--- src/rtl/servo_bank.sv ---
// NUM_CH-channel 50 Hz servo PWM on the 8-bit bus; positions/enables are double-buffered and applied at frame start.
// Latency: reads 1 cycle, pins 1 cycle behind the frame counter; no backpressure (bus accesses always accepted).
module servo_bank #(
  parameter int         CLK_FREQ     = 16000000,
  parameter int         NUM_CH       = 4,
  parameter logic [7:0] BASE_ADDRESS = 8'h00,
  parameter int         FRAME_TICKS  = 3150,
  parameter int         MIN_TICKS    = 91
) (
  input  logic              clk,
  input  logic              rst,
  input  logic [7:0]        din,
  input  logic [7:0]        address,
  input  logic              w_en,
  input  logic              r_en,
  output logic [7:0]        dout,
  output logic [NUM_CH-1:0] servo_pin
);
  // ceil(6.35us * CLK_FREQ), in 64 bits so fast clocks do not overflow
  localparam longint TICK_DIV_L = (longint'(CLK_FREQ) * 64'd635 + 64'd99_999_999) / 64'd100_000_000;
  localparam int TICK_DIV = int'(TICK_DIV_L);
  localparam int PW = (TICK_DIV > 1) ? $clog2(TICK_DIV) : 1;
  localparam int CW = $clog2(FRAME_TICKS);
  localparam logic [PW-1:0] PRESC_LAST = PW'(TICK_DIV - 1);
  localparam logic [CW-1:0] CNT_LAST   = CW'(FRAME_TICKS - 1);
  localparam logic [CW:0]   MIN_W      = (CW+1)'(MIN_TICKS);

  logic [PW-1:0]     presc;
  logic              tick;
  logic [CW-1:0]     cnt;
  logic              pending;
  logic              parity;
  logic [7:0]        pos_sh  [NUM_CH];
  logic [7:0]        pos_act [NUM_CH];
  logic [NUM_CH-1:0] en_sh;
  logic [NUM_CH-1:0] en_act;
  logic [7:0]        off;
  logic              is_pos;
  logic              is_en;
  logic              is_stat;
  logic              frame_start;
  logic [7:0]        rd_val;

  assign off         = address - BASE_ADDRESS;
  assign is_pos      = off < 8'(NUM_CH);
  assign is_en       = off == 8'(NUM_CH);
  assign is_stat     = off == 8'(NUM_CH + 1);
  assign frame_start = tick && (cnt == CNT_LAST);

  always_comb begin
    rd_val = 8'h00;
    for (int i = 0; i < NUM_CH; i++)
      if (off == 8'(i)) rd_val = pos_sh[i];
    if (is_en)   rd_val[NUM_CH-1:0] = en_sh;
    if (is_stat) rd_val = {6'b0, parity, pending};
  end

  always_ff @(posedge clk) begin
    if (rst) begin
      presc     <= '0;
      tick      <= 1'b0;
      cnt       <= '0;
      pending   <= 1'b0;
      parity    <= 1'b0;
      dout      <= 8'h00;
      servo_pin <= '0;
      en_sh     <= '0;
      en_act    <= '0;
      for (int i = 0; i < NUM_CH; i++) begin
        pos_sh[i]  <= 8'h80;
        pos_act[i] <= 8'h80;
      end
    end else begin
      presc <= (presc == PRESC_LAST) ? '0 : presc + PW'(1);
      tick  <= (presc == PRESC_LAST);
      if (tick) cnt <= (cnt == CNT_LAST) ? '0 : cnt + CW'(1);

      if (frame_start) begin
        for (int i = 0; i < NUM_CH; i++) pos_act[i] <= pos_sh[i];
        en_act  <= en_sh;
        pending <= 1'b0;
        parity  <= ~parity;
      end

      // A write on the frame-start edge misses this transfer and stays pending.
      if (w_en && (is_pos || is_en)) pending <= 1'b1;
      if (w_en && is_en) en_sh <= din[NUM_CH-1:0];
      for (int i = 0; i < NUM_CH; i++)
        if (w_en && off == 8'(i)) pos_sh[i] <= din;

      dout <= r_en ? rd_val : 8'h00;

      for (int i = 0; i < NUM_CH; i++)
        servo_pin[i] <= en_act[i] && ({1'b0, cnt} < MIN_W + (CW+1)'(pos_act[i]));
    end
  end
endmodule

--- config.mk ---
export PLATFORM = sky130hd
export DESIGN_NAME = servo_bank
export DESIGN_NICKNAME = d
export VERILOG_FILES = /design/src/rtl/servo_bank.sv
export SDC_FILE = /design/constraint.sdc
export NUM_CORES = 1
export LEC_CHECK = 0
export BUFFER_PORTS_ARGS = -buffer_cell sky130_fd_sc_hd__buf_2
export CAP_MARGIN = 10
export CORE_MARGIN = 5
export CORE_UTILIZATION = 61
export CTS_CLUSTER_SIZE = 12
export DETAILED_ROUTE_END_ITERATION = 10
export GPL_TIMING_DRIVEN = 0
export PLACE_DENSITY_LB_ADDON = 0.05
export SLEW_MARGIN = 25
export SYNTH_ARGS = -nofsm -noshare
export SYNTH_HDL_FRONTEND = slang
export SYNTH_SLANG_ARGS = --single-unit
--- constraint.sdc ---
create_clock -name clk -period 3.2 [get_ports clk]
set_input_delay 0 -clock clk [delete_from_list [all_inputs] [get_ports clk]]
set_output_delay 0 -clock clk [all_outputs]
set_load 0.02 [all_outputs]
Word level (Yosys, flattened, before mapping)
Memories as Yosys holds them, arrays and structs flattened.
Cells that the tools add are included.
{"block": "word_totals", "out_inout_bits": 12, "memories": 2, "mem_bits_rw": 64, "register_bits": 42}
{"name": "pos_act", "words": 4, "word_bits": 8, "rd": 4, "rd_clocked_by_memory_dff": 0, "wr": 4, "line_no": "34", "text": "logic [7:0] pos_act [NUM_CH];"}
{"name": "pos_sh", "words": 4, "word_bits": 8, "rd": 4, "rd_clocked_by_memory_dff": 0, "wr": 4, "line_no": "33", "text": "logic [7:0] pos_sh [NUM_CH];"}
{"block": "classes", "reduce_logical": 17, "eq_ne": 7, "bitwise": 10, "n_mux": 34, "magnitude_cmp": 5, "add_sub_neg": 6}
{"op": "$mux W8", "count": 12}
{"op": "$lt A12 B9 Y1", "count": 4}
{"op": "$add A7 B8 Y9 const A", "count": 4}
{"op": "$mux W1", "count": 19}
{"op": "$eq A8 B2 Y1 const B", "count": 2}
{"op": "$eq A8 B3 Y1 const B", "count": 2}
{"op": "$add A12 B1 Y12 const B", "count": 1}
{"op": "$eq A12 B12 Y1 const B", "count": 1}
{"op": "$mux W12", "count": 1}
{"op": "$logic_and A1 B1 Y1", "count": 11}
{"op": "$eq A8 B1 Y1 const B", "count": 1}
{"op": "$logic_not A8 Y1", "count": 1}
{"op": "$lt A8 B3 Y1 const B", "count": 1}
{"op": "$or A1 B1 Y1", "count": 8}
{"op": "$add A7 B1 Y7 const B", "count": 1}
{"op": "$eq A7 B7 Y1 const B", "count": 1}
{"op": "$mux W4", "count": 1}
{"op": "$reduce_or A2 Y1", "count": 2}
{"op": "$reduce_or A3 Y1", "count": 1}
{"op": "$mux W2", "count": 1}
{"op": "$not A1 Y1", "count": 2}
{"op": "$reduce_bool A2 Y1", "count": 1}
{"op": "$logic_or A1 B1 Y1", "count": 1}

Depth between registers and ports, before layout
{"block": "logic_depth", "ltp_word": 7, "depth_mapped": 11, "mapped_depth_nobuf": 11}

Worst setup path after synthesis
OpenSTA, ideal clock, no wires.
{"block": "synth_timing", "path_kind": "flip-flop to flip-flop", "from": "memory pos_act[3][0]", "to": "register servo_pin[3]", "setup_ns": 0.088, "arrival_time_ns": 2.101, "stages_incl_launch_ff": 12, "required_ns": 3.112, "period_less_slack_ns": 2.189, "n_path_buf": 0, "setup_slack_ns": 1.011, "cell_sequence": "edfxtp_1 -> inv_1 -> ha_1 -> inv_1 -> a21oi_1 -> a21boi_0 -> xor2_1 -> ha_1 -> o21a_1 -> o211a_1 -> nor2b_1 -> a311oi_2"}
{"element": "start, declared", "line_no": "34"}
{"element": "end signal, assigned by index", "line_no": "94", "text": "servo_pin[i] <= en_act[i] && ({1'b0, cnt} < MIN_W + (CW+1)'(pos_act[i]));"}
{"element": "end, declared", "line_no": "17", "text": "output logic [NUM_CH-1:0] servo_pin"}

==> results.ini <==
[run_status]
status=finished, final reports clean

[route]
ant_nets=0
met3WireLength_um=501
routed_via_density=5.681
drt_iter0_drc=150
route.met2.wl_mm=5.614
wl_mm=11.34
via_count=3636
wl_met1_mm=4.973
wl_per_cell_um=17.72
drc_errors=0
highest_layer=met4
first_pass_iters=4

[die]
die_width_um=104.4
fp.dieH_um=104.4
io_pins=32
core_area_um2=8721
placementRows=34
initial_utilization=0.6230
die-area_um2=10890

[cells_and_area]
regArea_um2=2763
n_antenna_cell=0
multi_input_area_um2=2511
fillers=688
nNetsFinal=587
area_growth_pct=11.12
final_layout_size_suffix_gt1_frac=0.1335

[power_and_ir_drop]
pwr_density_cell_nw_per_um2=428.2
total_leakage_power_nw=2.392
ir_worst_vdd_mv=0.2977
power_mw=2.585

[worst_setup_path]
arrival_ns=2.64
path_class=reg2reg
crit_path_start=cnt[7]
crit_chain=nor4b_1 -> and3_1 -> nor2_2 -> inv_1 -> buf_2
worst-path-buf-inv=2
reg2reg_from=cnt[7]
cp_slowest_cell=buf_2
r2r_slack_ns=0.56
critical-path-max-stage-delay_ns=0.71
required_ns=3.21
cp-end-kind=flip-flop
crit_family=buffers and inverters
start_kind=flip-flop
crit_fanout=41

[sta]
skew_ns=0.01596
timing.final.crit_share=0.8237
hold_violations=0
slew_violations=0
fmax_mhz=379.4
setup_ws_ns=0.5642
min_period_ns=2.636
tns_ns=0
tightest_slew_ns=0.8502
rsz0062_at_grt=no
final-setup-viol-count=0
relSlewSlack=0.4332

[clocking]
cts_made_buffers=9
cts-root-buf=clkbuf_8
clock-sinks=106
cts_setup_buffers=0
cts_resized=0
insertion_delay_ns=0.38
cts_tree=built
cts_hold_buffers=11
clkTransAtPathRegs_ns=0.11
cts.path.max_buffers=2
htree_levels=3

[synth]
syn_nets=536
synthArstFlopShare=0
synth_cells=476
synth-seq-area-share=0.5085
synth.avg_cell_area_um2=11.41
synth_flop_cell=edfxtp_1
synth_top_area_cell=edfxtp_1
netlist_area_um2=5433
synth_area_leaders=edfxtp_1 (35%), dfxtp_1 (15%), ha_1 (9.2%)
yosys_warnings=0
synth_edf_count=64
yosysUniqueCellTypes=51
synth_common_cells=edfxtp_1 (64), and2_1 (57), dfxtp_1 (42), ha_1 (40), nor2_1 (35)
yosys_register_bits=106
synth_most_common_cell=edfxtp_1
synth_top_area_share=0.3538

[grt]
grt_max_degree=42
gr-usage-all-layers=0.2187
grt_pass1_wl_mm=18.89
grt_pass1_vias=3717
overflow=0
antenna_found_initial=0

[place]
gp_congestion=0.8446
hpwl_mm=8.631
place_ws_ns=0.5710
io_buffers=29

[hold_path]
hp-class=in2reg
hold_path_startpoint=rst

[job]
drv_cap=0

worst paths after layout:
check                  endpoint  cells past startpoint
setup / recovery  pos_act[0][2]                      5
hold / removal     servo_pin[2]                      4
setup reg to reg  pos_act[0][2]                      5
hold reg to reg        presc[0]                      1
power breakdown:
group	total, mW	switching, mW	internal, mW	leakage (nW)
logic	0.189	0.102	0.0875	1.32
clock network	0.884	0.499	0.385	0.110
registers	1.51	0.0298	1.48	0.959
total	2.59	0.630	1.95	2.39
routing by layer:
metal / vias up / GRT usage
li1: 1815 / -
met1: 1725 / 0.2754
met2: 80 / 0.3715
met3: 16 / 0.05090
met4: 0 / 0.06938
met5: - / 0
stage by stage:
step | utilization | cell area [um^2] | hold slack [ns] | std cells
3_3_place_gp | 0.6551 | 5713 | 0.2893 | 613
2_1_floorplan | - | 5433 | 0.1472 | 476
5_1_grt | 0.6923 | 6037 | 0.1133 | 640
4_1_cts | 0.6923 | 6037 | 0.1079 | 640
6_report | 0.6923 | 6037 | 0.1092 | 640
3_5_place_dp | 0.6551 | 5713 | 0.3005 | 613
registers in the layout (all words and copies together), names as in the netlist, 4 cells and up:
register   cells
presc          7
pos_sh        32
cnt           12
dout           8
en_act         4
servo_pin      4
en_sh          4
pos_act       32
worst min-delay path: stages:
cell and delay, ns:
buf_2 0.13, or4_4 0.16, or3b_1 0.12, a311oi_2 0.04
logic make-up after synthesis:
group                      after synthesis  synth area share
AOI/OAI and AO/OA                       67           0.08429
and+or+nand+nor                        171            0.1792
muxes                                   12           0.04053
adders and majority gates               40           0.09212
DFF                                    106            0.5085
buffers and inverters                   39           0.02925
xor gates and xnor gates                41           0.06610
layout by cell type, fill, tap and decap left out, types with 5 or more instances in the layout:
cell            n
dfxtp_1        42
clkbuf_1        5
a21oi_1        23
dlygate4sd3_1  11
nor3b_1         5
nand4_1         9
clkbuf_8        9
or3_1           5
nor3_1          7
xnor2_1        23
edfxtp_1       64
ha_1           40
o21ai_0         9
buf_2          33
xor2_1         18
nor2_1         35
nand2b_1        8
and2_1         57
mux4_2          8
nand2_1        13
inv_1          25
nand3_1        12
final cells by class:
cell class,instances,area share
multi-input cells,331,0.4160
well taps,108,0.02238
inverters,25,0.01554
plain buffers,14,0.01078
repair buffers,40,0.04228
clock inverters,7,0.01492
clock buffers,9,0.02052
flip-flops and latches,106,0.4576
No activity file was read; power rests on OpenSTA's default activity.
